--- src/rtl/aether_mem_pkg.sv ---
// Shared memory-interface definitions: command encodings and the read streamer state type.
package aether_mem_pkg;

    localparam logic [1:0] CMD_IDLE  = 2'd0;
    localparam logic [1:0] CMD_WRITE = 2'd1;
    localparam logic [1:0] CMD_READ  = 2'd2;

    typedef enum logic [2:0] {
        ST_IDLE,
        ST_ISSUE,
        ST_WAIT_RUN,
        ST_WAIT_FIN,
        ST_DONE
    } state_t;

endpackage

--- src/rtl/sync_fifo.sv ---
// Single-clock first-word-fall-through FIFO; pop_data always shows the head entry.
module sync_fifo #(
    parameter int unsigned Width = 16,
    parameter int unsigned Depth = 32
) (
    input  logic                     clk_i,
    input  logic                     rst_i,
    input  logic                     push,
    input  logic                     pop,
    input  logic [Width-1:0]         push_data,
    output logic [Width-1:0]         pop_data,
    output logic                     empty,
    output logic                     full,
    output logic [$clog2(Depth):0]   count
);

    localparam int unsigned AW = $clog2(Depth);

    logic [Width-1:0] mem [Depth];
    logic [AW-1:0]    wr_ptr, rd_ptr;
    logic [AW:0]      cnt;
    logic             do_push, do_pop;

    assign do_push  = push && !full;
    assign do_pop   = pop && !empty;
    assign empty    = (cnt == '0);
    assign full     = (cnt == (AW+1)'(Depth));
    assign count    = cnt;
    assign pop_data = mem[rd_ptr];

    always_ff @(posedge clk_i) begin
        if (do_push) begin
            mem[wr_ptr] <= push_data;
        end
    end

    always_ff @(posedge clk_i) begin
        if (rst_i) begin
            wr_ptr <= '0;
            rd_ptr <= '0;
            cnt    <= '0;
        end else begin
            if (do_push) wr_ptr <= wr_ptr + 1'b1;
            if (do_pop)  rd_ptr <= rd_ptr + 1'b1;
            if (do_push && !do_pop)      cnt <= cnt + 1'b1;
            else if (!do_push && do_pop) cnt <= cnt - 1'b1;
        end
    end

endmodule

--- src/rtl/mem_read_streamer.sv ---
// Splits a (start, length) read request into memory READ chunks sized to the free
// buffer space and streams the returned words out through a FIFO.
module mem_read_streamer
    import aether_mem_pkg::*;
#(
    parameter int unsigned FifoDepth = 32,
    parameter int unsigned DataBits  = 16
) (
    input  logic                clk_i,
    input  logic                rst_i,
    input  logic                req_valid_i,
    output logic                req_ready_o,
    input  logic [31:0]         req_start_addr_i,
    input  logic [15:0]         req_len_i,
    output logic [1:0]          mem_command_o,
    output logic [31:0]         mem_start_address_o,
    output logic [31:0]         mem_end_address_o,
    input  logic [DataBits-1:0] mem_data_read_i,
    input  logic                mem_data_read_valid_i,
    input  logic                mem_task_finished_i,
    input  logic                mem_running_i,
    output logic [DataBits-1:0] m_data_o,
    output logic                m_valid_o,
    input  logic                m_ready_i,
    output logic                busy_o,
    output logic                done_o,
    output logic                err_o
);

    localparam int unsigned CW = $clog2(FifoDepth) + 1;

    state_t         state_q, state_d;
    logic [31:0]    addr_q;
    logic [15:0]    remaining_q, chunk_q;
    logic [CW-1:0]  outstanding_q;
    logic           fin_seen_q, err_q;

    logic [CW-1:0]  fifo_count;
    logic           fifo_empty, fifo_full;
    logic           push, pop, stray;
    logic [31:0]    free_w;
    logic [15:0]    chunk_w;
    logic           accept, issue, fin_exit;

    // Outstanding words are reserved space, so occupancy + outstanding never exceeds depth.
    assign free_w   = FifoDepth - 32'(fifo_count) - 32'(outstanding_q);
    assign chunk_w  = (32'(remaining_q) < free_w) ? remaining_q : free_w[15:0];
    assign accept   = (state_q == ST_IDLE) && req_valid_i && !rst_i;
    assign issue    = (state_q == ST_ISSUE) && !mem_running_i && (free_w != '0) && !rst_i;
    assign fin_exit = (state_q == ST_WAIT_FIN) && (mem_task_finished_i || fin_seen_q)
                      && (outstanding_q == '0);
    assign push     = mem_data_read_valid_i && (outstanding_q != '0) && !fifo_full;
    assign stray    = mem_data_read_valid_i && (outstanding_q == '0);
    assign pop      = m_valid_o && m_ready_i;

    assign m_valid_o = !fifo_empty && !rst_i;
    assign err_o     = err_q;

    sync_fifo #(
        .Width (DataBits),
        .Depth (FifoDepth)
    ) u_fifo (
        .clk_i     (clk_i),
        .rst_i     (rst_i),
        .push      (push),
        .pop       (pop),
        .push_data (mem_data_read_i),
        .pop_data  (m_data_o),
        .empty     (fifo_empty),
        .full      (fifo_full),
        .count     (fifo_count)
    );

    always_comb begin
        state_d             = state_q;
        req_ready_o         = 1'b0;
        mem_command_o       = CMD_IDLE;
        mem_start_address_o = '0;
        mem_end_address_o   = '0;
        done_o              = 1'b0;
        busy_o              = 1'b0;
        if (!rst_i) begin
            busy_o = (state_q != ST_IDLE);
            unique case (state_q)
                ST_IDLE: begin
                    req_ready_o = 1'b1;
                    if (req_valid_i) begin
                        // A one-word range ending at address 0 would never complete.
                        if (req_len_i == '0 || (req_start_addr_i == '0 && req_len_i == 16'd1))
                            state_d = ST_DONE;
                        else
                            state_d = ST_ISSUE;
                    end
                end
                ST_ISSUE: begin
                    if (issue) begin
                        mem_command_o       = CMD_READ;
                        mem_start_address_o = addr_q;
                        mem_end_address_o   = addr_q + 32'(chunk_w) - 32'd1;
                        state_d             = ST_WAIT_RUN;
                    end
                end
                ST_WAIT_RUN: begin
                    if (mem_running_i) state_d = ST_WAIT_FIN;
                end
                ST_WAIT_FIN: begin
                    if (fin_exit) state_d = (remaining_q == chunk_q) ? ST_DONE : ST_ISSUE;
                end
                ST_DONE: begin
                    if (fifo_empty) begin
                        done_o  = 1'b1;
                        state_d = ST_IDLE;
                    end
                end
                default: state_d = ST_IDLE;
            endcase
        end
    end

    always_ff @(posedge clk_i) begin
        if (rst_i) begin
            state_q       <= ST_IDLE;
            addr_q        <= '0;
            remaining_q   <= '0;
            chunk_q       <= '0;
            outstanding_q <= '0;
            fin_seen_q    <= 1'b0;
            err_q         <= 1'b0;
        end else begin
            state_q <= state_d;
            if (accept) begin
                addr_q      <= req_start_addr_i;
                remaining_q <= req_len_i;
                if (req_start_addr_i == '0 && req_len_i == 16'd1) err_q <= 1'b1;
            end
            if (issue) begin
                chunk_q    <= chunk_w;
                fin_seen_q <= 1'b0;
            end
            if (state_q == ST_WAIT_FIN && mem_task_finished_i) fin_seen_q <= 1'b1;
            if (fin_exit) begin
                addr_q      <= addr_q + 32'(chunk_q);
                remaining_q <= remaining_q - chunk_q;
                fin_seen_q  <= 1'b0;
            end
            outstanding_q <= outstanding_q + (issue ? CW'(chunk_w) : '0) - (push ? CW'(1) : '0);
            if (stray) err_q <= 1'b1;
        end
    end

endmodule

--- config.mk ---
export PLATFORM = sky130hd
export DESIGN_NAME = mem_read_streamer
export DESIGN_NICKNAME = d
export VERILOG_FILES = /design/src/rtl/aether_mem_pkg.sv /design/src/rtl/sync_fifo.sv /design/src/rtl/mem_read_streamer.sv
export SDC_FILE = /design/constraint.sdc
export NUM_CORES = 1
export LEC_CHECK = 0
export ABC_AREA = 0
export ABC_CLOCK_PERIOD_IN_PS = 8900
export CORE_ASPECT_RATIO = 1.2
export CORE_MARGIN = 2
export CORE_UTILIZATION = 50
export DETAILED_ROUTE_END_ITERATION = 10
export HOLD_SLACK_MARGIN = 0.15
export PLACE_DENSITY = 0.75
export SYNTH_ARGS = -nofsm -noshare
export SYNTH_HDL_FRONTEND = slang
export SYNTH_SLANG_ARGS = --single-unit
--- constraint.sdc ---
create_clock -name clk_i -period 8.9 [get_ports clk_i]
set_clock_uncertainty 0.05 [all_clocks]
set_input_delay 1.78 -clock clk_i [delete_from_list [all_inputs] [get_ports clk_i]]
set_output_delay 1.78 -clock clk_i [all_outputs]
set_load 0.1 [all_outputs]
==> out/qor.yml <==
place_congestion: 0.975
finalNetCount: 2402
track_usage_pct: 24.0
max_stage_delay_ns: 0.41
synth_seq_cells: 608
synth_nets: 2229
ios: 158
dpl.hpwl_mm: 46.0
cts_tree: "built"
ys_dominant_reg_cell: "edfxtp_1"
async_flop_share_pct: 0
die_x_um: 223
post-route-period-util_pct: 96.3
synth_edf_count: 512
clk_latency_ns: 0.62
period_needed_ns: 8.57
synth_top_cell_area_share_pct: 53.7
yosysWarnings: 0
syn_to_final_growth_pct: 16.1
worst-path-max-fanout: 5
worstPathRequired_ns: 7.07
pre_cts_ws_ns: 0.133
die_y_um: 266
yosysUniqueCellTypes: 77
viasPerCell: 6.08
synth_cells: 2029
fin_ws_ns: 0.330
grt_pass1_wl_mm: 109
ant_nets: 0
die_area_um2: 59200
relSlewSlack_pct: 20.9
wirelength_mm: 70.6
grt_pass1_vias: 18700
hold_violations: 0
p_leak_nw: 11.3
hp-class: "reg2reg"
crit_path_start_kind: "flop"
ys_seq_area_share_pct: 60.4
yosys.area.top_type: "edfxtp_1"
drt_pass1_iterations: 6
root_buffer: "clkbuf_16"
layout-drive-gt1-share_pct: 17.2
synth.top_cells.by_count: "512 x edfxtp_1, 201 x nor2_1, 160 x mux4_2"
rows: 96
crit_slowest_cell: "or3_4"
irDropWorstVdd_mv: 0.448
wl_per_cell_um: 23.7
synth_area_per_cell_um2: 14.1
crit_path_frequent_cell: "ha_1"
arrival_ns: 6.74
outcome: "finished clean"
core-area_um2: 56900
drc: 0
crit_type: "reg2out"
end_kind: "output pin"
yosys-top-cells-area: "edfxtp_1 54%, mux4_2 13%, dfxtp_1 6.7%, ha_1 5.4%, nor2_1 2.6%"
fmax_mhz: 117
ctsHoldBuffers: 0
tightest_slew_ns: 1.19
path_clk_slew_ns: 0.06
cts_buffers: 57
finalPower_mw: 10.4
maxSlewViolCount: 0
synth_most_common_cell: "edfxtp_1"
cap_violations: 0
cts_sinks: 608
dr_total_vias: 18100
initial_core_util_pct: 50.3
finalSetupViolations: 0
drt_iter0_drc: 1629
p_per_area_nw_per_um2: 312
grt_overflow: 0
grt_max_degree: 57
h-tree-depth: 2
netlist_area_um2: 28700
cts_buffer_depth: 3
antenna_found_initial: 2
portBuffers: 156
-- state kept, by name, summed over array words and instances, names as in the netlist, named ones only --
register,cells
u_fifo.mem,512
u_fifo.wr_ptr,5
state_q,3
remaining_q,16
chunk_q,16
u_fifo.rd_ptr,5
u_fifo.count,6
outstanding_q,6
addr_q,32
fin_seen_q,1
err_o,1
-- critical path, delay by kind of cell, from the launching register on --
| kind | cells | cell delay, ns |
|---|---|---|
| compound gates | 10 | 2.25 |
| fa+ha+maj | 5 | 1.21 |
| buf+inv | 5 | 0.67 |
| flops | 1 | 0.37 |
| mux | 2 | 0.46 |
| simple gates | 5 | 1.15 |
-- per-layer routing --
layer  vias to the layer above  part of all wire [%]  wire length [µm]  GRT usage [%]
met5                         -                     0                 0              0
li1                       8106                     -                 -              -
met4                         0                   3.1              2220           7.91
met1                      9088                    39             27400           29.7
met3                       144                   5.9              4150           3.22
met2                       798                    52             36900           43.5
-- layout by cell type (no fill, tap or decap), types with 16 or more instances in the layout --
cell               n
a21o_1            23
a21oi_1           99
buf_12            18
buf_4             62
clkbuf_16         57
clkdlybuf4s50_1  125
dfxtp_1           91
edfxtp_1         512
ha_1             122
inv_1            125
mux2_2            18
mux4_2           160
nand2_1          126
nand2b_1          16
nand3_1           31
nand4_1           16
nor2_1           194
nor3_1            33
nor4_1            20
o21a_1            21
o21ai_0           42
xnor2_1           38
xor2_1            27
-- cell type report --
class                           instances  area (µm²)
Antenna cell                            1        2.50
Sequential cell                       608       17300
Clock inverter                         36         364
Clock buffer                           68        1470
Timing Repair Buffer                  207        2090
Inverter                              126         473
Tap cell                              735         920
Multi-Input combinational cell       1202       10600
Fill cell                            4280       23700
-- logic make-up after synthesis --
| family | count (synthesis) | share of synthesized area (%) |
|---|---|---|
| AND/OR/NAND/NOR | 502 | 7.98 |
| flip-flops | 608 | 60.4 |
| multiplexers | 191 | 13.7 |
| other | 1 | 0.0131 |
| XOR/XNOR | 65 | 1.99 |
| AO/OA/AOI/OAI | 314 | 7.21 |
| adder cells (fa/ha/maj) | 129 | 5.79 |
| buffers and inverters | 219 | 2.92 |
-- repair_timing --
action,in CTS,in global routing
resized for setup,6,13
pin swaps,3,12
hold endpoints to repair,0,0
setup endpoints to repair,9,19
buffers inserted,3,5
-- power breakdown --
group          switching (mW)  internal (mW)  leakage [nW]  total, mW
clock                    1.05           1.36         0.886       2.40
sequential              0.137           3.21          5.39       3.34
combinational            2.79           1.86          5.01       4.65
-- path summary, 6_finish.rpt --
check                        from                    end  slack [ns]  cells after the start
setup / recovery  u_fifo.count[0]  mem_end_address_o[31]        0.33                     27
hold / removal          addr_q[0]              addr_q[0]        0.43                      2
setup reg to reg  u_fifo.count[0]       outstanding_q[5]        3.11                     24
hold reg to reg         addr_q[0]              addr_q[0]        0.43                      2
-- through the flow --
| step | setup TNS, ns | hold slack, ns | utilization (%) | instances | area (µm²) |
|---|---|---|---|---|---|
| 4_1_cts | -0.0441 | 0.429 | 58.3 | 2977 | 33200 |
| 2_1_floorplan | 0 | 0.403 | - | 2029 | 28700 |
| 3_3_place_gp | 0 | 0.418 | 55.0 | 2870 | 31300 |
| 5_1_grt | -0.0150 | 0.449 | 58.4 | 2983 | 33300 |
| 6_report | 0 | 0.428 | 58.4 | 2983 | 33300 |
| 3_5_place_dp | 0 | 0.420 | 55.0 | 2870 | 31300 |
(Power assumes the default switching activity.)
